[src/rtl/multicycle_control_fsm_pkg.sv]
// ---------------------------------------------------------------------------
// mips_defs : shared definitions for the multi-cycle MIPS control sequencer.
//   - opcode constants for every supported instruction
//   - ALUOp, ALUSrcB and PCSource encodings
//   - state encoding (numeric values are visible on the debug State port)
//   - instruction class enum produced by mc_op_decode
//   - ctrl_t bundle of Moore strobes plus ctrl_for_state(), the per-state
//     strobe table used by the top-level sequencer
// ---------------------------------------------------------------------------
package mips_defs;

   // Opcodes (IR[31:26])
   localparam logic [5:0] OP_RTYPE = 6'b000000;
   localparam logic [5:0] OP_J     = 6'b000010;
   localparam logic [5:0] OP_BEQ   = 6'b000100;
   localparam logic [5:0] OP_BNE   = 6'b000101;
   localparam logic [5:0] OP_ADDI  = 6'b001000;
   localparam logic [5:0] OP_ADDIU = 6'b001001;
   localparam logic [5:0] OP_SLTI  = 6'b001010;
   localparam logic [5:0] OP_SLTIU = 6'b001011;
   localparam logic [5:0] OP_ANDI  = 6'b001100;
   localparam logic [5:0] OP_ORI   = 6'b001101;
   localparam logic [5:0] OP_XORI  = 6'b001110;
   localparam logic [5:0] OP_LW    = 6'b100011;
   localparam logic [5:0] OP_SW    = 6'b101011;
   localparam logic [5:0] OP_NOP   = 6'b110110;

   // ALUOp codes, shared with the single-cycle decoder
   localparam logic [3:0] ALU_ADD   = 4'b0000;
   localparam logic [3:0] ALU_BEQ   = 4'b0001;
   localparam logic [3:0] ALU_RTYPE = 4'b0010;
   localparam logic [3:0] ALU_ADDI  = 4'b0100;
   localparam logic [3:0] ALU_ADDIU = 4'b0101;
   localparam logic [3:0] ALU_ANDI  = 4'b0110;
   localparam logic [3:0] ALU_ORI   = 4'b0111;
   localparam logic [3:0] ALU_XORI  = 4'b1000;
   localparam logic [3:0] ALU_SLTI  = 4'b1001;
   localparam logic [3:0] ALU_SLTIU = 4'b1010;
   localparam logic [3:0] ALU_BNE   = 4'b1011;
   localparam logic [3:0] ALU_JUMP  = 4'b1100;

   // ALU B-operand select
   localparam logic [1:0] SRCB_B      = 2'b00;
   localparam logic [1:0] SRCB_FOUR   = 2'b01;
   localparam logic [1:0] SRCB_IMM    = 2'b10;
   localparam logic [1:0] SRCB_IMM_SH = 2'b11;

   // PC source select
   localparam logic [1:0] PCSRC_ALU    = 2'b00;
   localparam logic [1:0] PCSRC_ALUOUT = 2'b01;
   localparam logic [1:0] PCSRC_JUMP   = 2'b10;

   typedef enum logic [3:0] {
      ST_FETCH  = 4'd0,
      ST_DECODE = 4'd1,
      ST_MEMADR = 4'd2,
      ST_MEMRD  = 4'd3,
      ST_MEMWB  = 4'd4,
      ST_MEMWR  = 4'd5,
      ST_EXEC   = 4'd6,
      ST_ALUWB  = 4'd7,
      ST_BRANCH = 4'd8,
      ST_JUMP   = 4'd9,
      ST_IEXEC  = 4'd10,
      ST_IWB    = 4'd11
   } state_e;

   typedef enum logic [3:0] {
      CLS_RTYPE   = 4'd0,
      CLS_LW      = 4'd1,
      CLS_SW      = 4'd2,
      CLS_BEQ     = 4'd3,
      CLS_BNE     = 4'd4,
      CLS_J       = 4'd5,
      CLS_IMM     = 4'd6,
      CLS_NOP     = 4'd7,
      CLS_ILLEGAL = 4'd8
   } op_class_e;

   // fetch_gate marks strobes that only fire once memory reports ready
   typedef struct packed {
      logic       pcwrite;
      logic       fetch_gate;
      logic       pcwritecond;
      logic       pcwritecondne;
      logic       iord;
      logic       memread;
      logic       memwrite;
      logic       irwrite;
      logic       memtoreg;
      logic       regdst;
      logic       regwrite;
      logic       alusrca;
      logic [1:0] alusrcb;
      logic [3:0] aluop;
      logic [1:0] pcsource;
   } ctrl_t;

   localparam int CTRL_W = $bits(ctrl_t);

   // Moore strobe table: everything not listed for a state stays 0
   function automatic ctrl_t ctrl_for_state(state_e st, op_class_e cls,
                                            logic [3:0] imm_aluop);
      ctrl_t c;
      c = ctrl_t'({CTRL_W{1'b0}});
      case (st)
         ST_FETCH: begin
            c.memread    = 1'b1;
            c.irwrite    = 1'b1;
            c.pcwrite    = 1'b1;
            c.fetch_gate = 1'b1;
            c.alusrcb    = SRCB_FOUR;
            c.aluop      = ALU_ADD;
            c.pcsource   = PCSRC_ALU;
         end
         ST_DECODE: begin
            c.alusrcb = SRCB_IMM_SH;
            c.aluop   = ALU_ADD;
         end
         ST_MEMADR: begin
            c.alusrca = 1'b1;
            c.alusrcb = SRCB_IMM;
            c.aluop   = ALU_ADD;
         end
         ST_MEMRD: begin
            c.iord    = 1'b1;
            c.memread = 1'b1;
         end
         ST_MEMWB: begin
            c.memtoreg = 1'b1;
            c.regwrite = 1'b1;
         end
         ST_MEMWR: begin
            c.iord     = 1'b1;
            c.memwrite = 1'b1;
         end
         ST_EXEC: begin
            c.alusrca = 1'b1;
            c.alusrcb = SRCB_B;
            c.aluop   = ALU_RTYPE;
         end
         ST_ALUWB: begin
            c.regdst   = 1'b1;
            c.regwrite = 1'b1;
         end
         ST_BRANCH: begin
            c.alusrca  = 1'b1;
            c.alusrcb  = SRCB_B;
            c.pcsource = PCSRC_ALUOUT;
            if (cls == CLS_BNE) begin
               c.aluop         = ALU_BNE;
               c.pcwritecondne = 1'b1;
            end else begin
               c.aluop       = ALU_BEQ;
               c.pcwritecond = 1'b1;
            end
         end
         ST_JUMP: begin
            c.pcwrite  = 1'b1;
            c.pcsource = PCSRC_JUMP;
            c.aluop    = ALU_JUMP;
         end
         ST_IEXEC: begin
            c.alusrca = 1'b1;
            c.alusrcb = SRCB_IMM;
            c.aluop   = imm_aluop;
         end
         ST_IWB: begin
            c.regwrite = 1'b1;
         end
         default: begin
            c = ctrl_t'({CTRL_W{1'b0}});
         end
      endcase
      return c;
   endfunction

endpackage

[src/rtl/multicycle_control_fsm_op_decode.sv]
// ---------------------------------------------------------------------------
// mc_op_decode : combinational opcode classifier.
//   op        in  6  opcode (IR[31:26])
//   cls       out    instruction class steering the sequencer
//   imm_aluop out 4  ALUOp for I-type arithmetic/logic (ALU_ADD otherwise)
//   legal     out 1  opcode is supported (NOP counts as legal)
// ---------------------------------------------------------------------------
module mc_op_decode
   import mips_defs::*;
(
   input  logic [5:0] op,
   output op_class_e  cls,
   output logic [3:0] imm_aluop,
   output logic       legal
);

   // Opcode to class / immediate ALU operation lookup
   always_comb begin
      cls       = CLS_ILLEGAL;
      imm_aluop = ALU_ADD;
      case (op)
         OP_RTYPE: cls = CLS_RTYPE;
         OP_LW:    cls = CLS_LW;
         OP_SW:    cls = CLS_SW;
         OP_BEQ:   cls = CLS_BEQ;
         OP_BNE:   cls = CLS_BNE;
         OP_J:     cls = CLS_J;
         OP_NOP:   cls = CLS_NOP;
         OP_ADDI:  begin cls = CLS_IMM; imm_aluop = ALU_ADDI;  end
         OP_ADDIU: begin cls = CLS_IMM; imm_aluop = ALU_ADDIU; end
         OP_ANDI:  begin cls = CLS_IMM; imm_aluop = ALU_ANDI;  end
         OP_ORI:   begin cls = CLS_IMM; imm_aluop = ALU_ORI;   end
         OP_XORI:  begin cls = CLS_IMM; imm_aluop = ALU_XORI;  end
         OP_SLTI:  begin cls = CLS_IMM; imm_aluop = ALU_SLTI;  end
         OP_SLTIU: begin cls = CLS_IMM; imm_aluop = ALU_SLTIU; end
         default:  begin cls = CLS_ILLEGAL; imm_aluop = ALU_ADD; end
      endcase
      legal = (cls != CLS_ILLEGAL);
   end

endmodule

[src/rtl/multicycle_control_fsm.sv]
// ---------------------------------------------------------------------------
// multicycle_control_fsm : main sequencer of the multi-cycle MIPS datapath.
// Steps each instruction through FETCH/DECODE/EXEC/MEM/WB and drives the
// Moore control strobes for the shared memory, ALU and IR/MDR/A/B/ALUOut.
//   Clk, Reset (sync, active-high)  clocking / reset
//   Op        in  6  opcode, only consulted in DECODE
//   MemReady  in  1  memory finishes the current access this cycle
//   PCWrite/PCWriteCond/PCWriteCondNe/IorD/MemRead/MemWrite/IRWrite/
//   MemtoReg/RegDst/RegWrite/ALUSrcA/ALUSrcB/ALUOp/PCSource  control strobes
//   IllegalOp out 1  single-cycle pulse in DECODE for an unsupported opcode
//   State     out STATE_W  current state (debug)
// ---------------------------------------------------------------------------
module multicycle_control_fsm
   import mips_defs::*;
#(
   parameter int MEM_HANDSHAKE = 1,
   parameter int STATE_W       = 4
)(
   input  logic               Clk,
   input  logic               Reset,
   input  logic [5:0]         Op,
   input  logic               MemReady,
   output logic               PCWrite,
   output logic               PCWriteCond,
   output logic               PCWriteCondNe,
   output logic               IorD,
   output logic               MemRead,
   output logic               MemWrite,
   output logic               IRWrite,
   output logic               MemtoReg,
   output logic               RegDst,
   output logic               RegWrite,
   output logic               ALUSrcA,
   output logic [1:0]         ALUSrcB,
   output logic [3:0]         ALUOp,
   output logic [1:0]         PCSource,
   output logic               IllegalOp,
   output logic [STATE_W-1:0] State
);

   state_e     state_r;
   state_e     state_next_s;
   logic [5:0] op_q_r;
   logic [5:0] op_sel_s;
   ctrl_t      ctrl_r;
   ctrl_t      ctrl_next_s;
   op_class_e  cls_s;
   logic [3:0] imm_aluop_s;
   logic       legal_s;
   logic       mem_ready_s;

   assign mem_ready_s = (MEM_HANDSHAKE != 0) ? MemReady : 1'b1;

   // Opcode in effect: live Op while decoding, the latched copy afterwards.
   // This is also exactly what op_q holds after the next edge.
   always_comb begin
      if (state_r == ST_DECODE) begin
         op_sel_s = Op;
      end else begin
         op_sel_s = op_q_r;
      end
   end

   mc_op_decode u_op_decode (
      .op        (op_sel_s),
      .cls       (cls_s),
      .imm_aluop (imm_aluop_s),
      .legal     (legal_s)
   );

   // Next-state selection; memory states hold until the access completes
   always_comb begin
      state_next_s = ST_FETCH;
      case (state_r)
         ST_FETCH:  state_next_s = mem_ready_s ? ST_DECODE : ST_FETCH;
         ST_DECODE: begin
            case (cls_s)
               CLS_LW, CLS_SW:   state_next_s = ST_MEMADR;
               CLS_RTYPE:        state_next_s = ST_EXEC;
               CLS_BEQ, CLS_BNE: state_next_s = ST_BRANCH;
               CLS_J:            state_next_s = ST_JUMP;
               CLS_IMM:          state_next_s = ST_IEXEC;
               default:          state_next_s = ST_FETCH;
            endcase
         end
         ST_MEMADR: state_next_s = (cls_s == CLS_LW) ? ST_MEMRD : ST_MEMWR;
         ST_MEMRD:  state_next_s = mem_ready_s ? ST_MEMWB : ST_MEMRD;
         ST_MEMWB:  state_next_s = ST_FETCH;
         ST_MEMWR:  state_next_s = mem_ready_s ? ST_FETCH : ST_MEMWR;
         ST_EXEC:   state_next_s = ST_ALUWB;
         ST_ALUWB:  state_next_s = ST_FETCH;
         ST_BRANCH: state_next_s = ST_FETCH;
         ST_JUMP:   state_next_s = ST_FETCH;
         ST_IEXEC:  state_next_s = ST_IWB;
         ST_IWB:    state_next_s = ST_FETCH;
         default:   state_next_s = ST_FETCH;
      endcase
   end

   // Strobes for the state about to be entered, so they come out of a register
   assign ctrl_next_s = ctrl_for_state(state_next_s, cls_s, imm_aluop_s);

   // State, latched opcode and registered strobe set
   always_ff @(posedge Clk) begin
      if (Reset) begin
         state_r <= ST_FETCH;
         op_q_r  <= 6'b000000;
         ctrl_r  <= ctrl_for_state(ST_FETCH, CLS_NOP, ALU_ADD);
      end else begin
         state_r <= state_next_s;
         op_q_r  <= op_sel_s;
         ctrl_r  <= ctrl_next_s;
      end
   end

   // Output drive: Reset kills every strobe at once; fetch loads wait for memory
   always_comb begin
      if (Reset) begin
         PCWrite       = 1'b0;
         PCWriteCond   = 1'b0;
         PCWriteCondNe = 1'b0;
         IorD          = 1'b0;
         MemRead       = 1'b0;
         MemWrite      = 1'b0;
         IRWrite       = 1'b0;
         MemtoReg      = 1'b0;
         RegDst        = 1'b0;
         RegWrite      = 1'b0;
         ALUSrcA       = 1'b0;
         ALUSrcB       = 2'b00;
         ALUOp         = 4'b0000;
         PCSource      = 2'b00;
         IllegalOp     = 1'b0;
      end else begin
         PCWrite       = ctrl_r.pcwrite & (~ctrl_r.fetch_gate | mem_ready_s);
         PCWriteCond   = ctrl_r.pcwritecond;
         PCWriteCondNe = ctrl_r.pcwritecondne;
         IorD          = ctrl_r.iord;
         MemRead       = ctrl_r.memread;
         MemWrite      = ctrl_r.memwrite;
         IRWrite       = ctrl_r.irwrite & mem_ready_s;
         MemtoReg      = ctrl_r.memtoreg;
         RegDst        = ctrl_r.regdst;
         RegWrite      = ctrl_r.regwrite;
         ALUSrcA       = ctrl_r.alusrca;
         ALUSrcB       = ctrl_r.alusrcb;
         ALUOp         = ctrl_r.aluop;
         PCSource      = ctrl_r.pcsource;
         IllegalOp     = (state_r == ST_DECODE) & ~legal_s;
      end
   end

   assign State = STATE_W'(state_r);

endmodule

[config.mk]
export PLATFORM = sky130hd
export DESIGN_NAME = multicycle_control_fsm
export DESIGN_NICKNAME = d
export VERILOG_FILES = /design/src/rtl/multicycle_control_fsm_pkg.sv /design/src/rtl/multicycle_control_fsm_op_decode.sv /design/src/rtl/multicycle_control_fsm.sv
export SDC_FILE = /design/constraint.sdc
export NUM_CORES = 1
export LEC_CHECK = 0
export CORE_ASPECT_RATIO = 1.5
export CORE_MARGIN = 4
export CORE_UTILIZATION = 30
export DETAILED_ROUTE_END_ITERATION = 6
export SKIP_LAST_GASP = 1
export SYNTH_ARGS = -nofsm -noshare
export SYNTH_HDL_FRONTEND = slang
export SYNTH_SLANG_ARGS = --single-unit
[constraint.sdc]
create_clock -name Clk -period 2.8 [get_ports Clk]
set_clock_uncertainty 0.2 [all_clocks]
set_input_delay 0.28 -clock Clk [delete_from_list [all_inputs] [get_ports Clk]]
set_output_delay 0.28 -clock Clk [all_outputs]
set_load 0.02 [all_outputs]
==> impl_metrics.csv <==
group,metric,value,unit
critical_path,r2r_cells,8,
floorplan,fp.dieW,72.5,um
clock_network,root_buffer,"clkbuf_8",
clock_network,htreeDepth,2,
place,io_buffers,32,
global_route,grt_max_degree,47,
place,gp_congestion,0.869,
place,pre_cts_ws,-151,ps
power_and_ir_drop,comb_power_share,20.5,%
min_path,min_to,"op_q_r[5]",
clock_network,clk_path_buf_depth,2,
clock_network,insertion_delay,280,ps
critical_path,path_cells,"buf_4 > nor4b_4 > buf_4 > mux2i_1 > mux2i_1 > a21oi_2 > or3_1 > a21oi_2",
timing,slew_viol_final,0,
routing,drt_iter0_drc,96,
critical_path,max_stage_delay,420,ps
critical_path,rrSetupSlack,110,ps
power_and_ir_drop,p_sw,0.275,mW
synth,synth_top_family_by_area,"simple AND/OR/NAND/NOR gates",
synth,syn_nets,228,
critical_path,arrival,2690,ps
synth,synth_xor_area_share,0,%
routing,drcViolationCount,0,
synth,avgSynthCellArea,8.54,um^2
routing,post_drt_wl_per_cell,13.6,um
synth,synth-simple-area-share,33.2,%
floorplan,pin_count,33,
power_and_ir_drop,leakagePower,0.996,nW
critical_path,crit_type,"reg2reg",
cells_and_area,final_common_cell,"buf_4",
synth,syn-instance-count,219,
global_route,grt_antenna_before_repair,0,
cells_and_area,final_layout_size_suffix_gt1_share,24.9,%
floorplan,fp-row-count,35,
timing,finalCriticalPeriod,2690,ps
synth,netlist_area,1870,um^2
critical_path,critical-path-top-delay-family,"simple AND/OR/NAND/NOR gates",
timing,period_share,96.1,%
place,dp_cells,343,
power_and_ir_drop,seqPwrFrac,39.4,%
clock_network,cts_buffers,5,
floorplan,core_area,6090,um^2
cells_and_area,fin_util,41.8,%
floorplan,start_util,30.7,%
routing,postRouteAntennaNets,0,
outcome,status,"finished clean",
timing,hold_ws,284,ps
timing,worst_pin_slew,687,ps
routing,vias,1747,
critical_path,start_kind,"flip-flop",
routing,wl,4760,um
min_path,holdPathStages,2,
synth,yosys.cell_types.count,55,
critical_path,worstSetupEndpointType,"flip-flop",
power_and_ir_drop,intPower,0.824,mW
clock_network,cts_setup_buffers,0,
synth,async_reset_ff_share,0,%
synth,synth-compound-area-share,21.6,%
power_and_ir_drop,ir_drop,161,uV
critical_path,worst-path-buf-inv,2,
routing,firstDrtPassIters,4,
clock_network,clkTransAtPathRegs,70,ps
floorplan,die_area,7580,um^2
global_route,grt_pass1_wl,8200,um
global_route,grt_pass1_vias,1771,
timing,slew_headroom,52.9,%
synth,synthAdderAreaFrac,0,%
clock_network,cts.sinks,29,
cells_and_area,fillers,661,
place,dpl-instance-area,2420,um^2
timing,max_freq,372,MHz
global_route,grt_util_all_layers,13.6,%
synth,ys_warn_count,0,
timing,setup_tns,0,ps
power_and_ir_drop,pwr-share-clk,40.0,%
synth,ys_seq_area_share,31.1,%
power_and_ir_drop,total_power,1.10,mW
place,dpl.hpwl,3760,um
synth,synth_edf_count,0,
timing,rsz0062_at_grt,"true",
cells_and_area,fin_area,2540,um^2
min_path,hp-class,"reg2reg",
synth,synth_ff_type,"dfxtp_1",
cells_and_area,syn2layout_area_growth,36.1,%
timing,setup_violations,0,
routing,via_per_inst,4.98,
critical_path,reg2reg_from,"State[3]",
critical_path,crit_fanout,10,
critical_path,required,2800,ps
cells_and_area,most-common-layout-cells,"34 x buf_4, 31 x clkdlybuf4s50_1, 29 x dfxtp_1",
flow_run,cap_viol_max_count,0,
timing,hold_viol,0,
synth,ys_ff_latch,29,
synth,synthMuxAreaShare,3.82,%
min_path,min-delay-start,"op_q_r[5]",
timing,fin_ws,110,ps
critical_path,crit_slowest_cell,"nor4b_4",
global_route,grt_overflow,0,
floorplan,fp.dieH,105,um
cells_and_area,nets,285,
clock_network,cts_tree,"yes",
critical_path,r2r_end,"ctrl_r[7]",
power_and_ir_drop,switching_share,25.0,%
cells_and_area,antenna-diode-count,0,
cells_and_area,final_cells,351,
power_and_ir_drop,power_per_cell_area,432,nW/um^2
[flip-flops by register name, summed over array words and instances, names as in the netlist]
signal / count
ctrl_r: 19
State: 4
op_q_r: 6
[worst min-delay path: cells and delay by family (launching register included)]
family,cells,cell delay (ps)
flops,1,330
compound gates,1,50
simple gates,1,60
[routing by layer]
layer / track usage [%] / vias up / routed length, um
li1: - / 892 / -
met1: 15.0 / 803 / 1920
met2: 23.7 / 36 / 2470
met3: 1.92 / 16 / 145
met4: 8.31 / 0 / 225
met5: 0 / - / 0
[how the worst max path moves through the flow]
stage             start  depth (start not counted)  slack, ps   endpoint
2_1_floorplan  State[3]                          7         40  IllegalOp
5_1_grt        State[3]                          8        -30  ctrl_r[7]
3_5_place_dp      Op[2]                          8       -150  ctrl_r[7]
4_1_cts        State[3]                          5         30  IllegalOp
6_report       State[3]                          8        110  ctrl_r[7]
3_3_place_gp      Op[2]                          8       -120  ctrl_r[7]
[cells in the mapped netlist, types with 2 or more instances]
library cell	instances	area, um^2
a21o_1	3	22.5
a21oi_1	16	80.1
a21oi_2	3	26.3
a31oi_1	3	18.8
and2b_2	2	17.5
and3_1	2	12.5
buf_6	4	45.0
clkbuf_1	6	22.5
clkbuf_8	6	82.6
dfxtp_1	29	581
inv_1	8	30.0
mux2i_1	6	60.1
nand2_1	8	30.0
nand2b_1	3	18.8
nand3_1	4	20.0
nor2_1	21	78.8
nor2b_1	25	156
nor3_1	11	55.1
nor3b_1	3	22.5
nor4_1	4	25.0
nor4b_1	2	17.5
nor4bb_1	2	20.0
o211ai_1	2	15.0
o21ai_0	8	40.0
o21ai_1	2	10.0
o21bai_1	4	30.0
or3_1	3	18.8
or4_2	2	17.5
[timing repair]
action,4_1_cts,5_1_grt
setup endpoints to repair,1,6
cloned,0,0
resized for setup,1,5
hold buffers,0,0
[final cells by class]
class                           count  area [um^2]  share of cell area, %
Clock buffer                        7         86.3                   3.39
Multi-Input combinational cell    164         1110                   43.8
Clock inverter                      1         30.0                   1.18
Tap cell                           74         92.6                   3.64
Sequential cell                    29          581                   22.8
Timing Repair Buffer               68          611                   24.0
Inverter                            8         30.0                   1.18
[cell families after synthesis]
| logic type | Yosys count |
|---|---|
| multiplexers | 7 |
| buffers and inverters | 26 |
| flip-flops | 29 |
| AO/OA/AOI/OAI | 55 |
| AND/OR/NAND/NOR | 102 |
[power groups by stage]
| stage | registers [mW] | clock network (mW) | logic, mW |
|---|---|---|---|
| 5_1_grt | 0.435 | 0.465 | 0.248 |
| 3_3_place_gp | 0.442 | 0 | 0.225 |
| 6_report | 0.433 | 0.440 | 0.226 |
| 3_5_place_dp | 0.442 | 0 | 0.226 |
| 2_1_floorplan | 0.443 | 0 | 0.138 |
| 4_1_cts | 0.433 | 0.449 | 0.226 |
(Power assumes the default switching activity.)
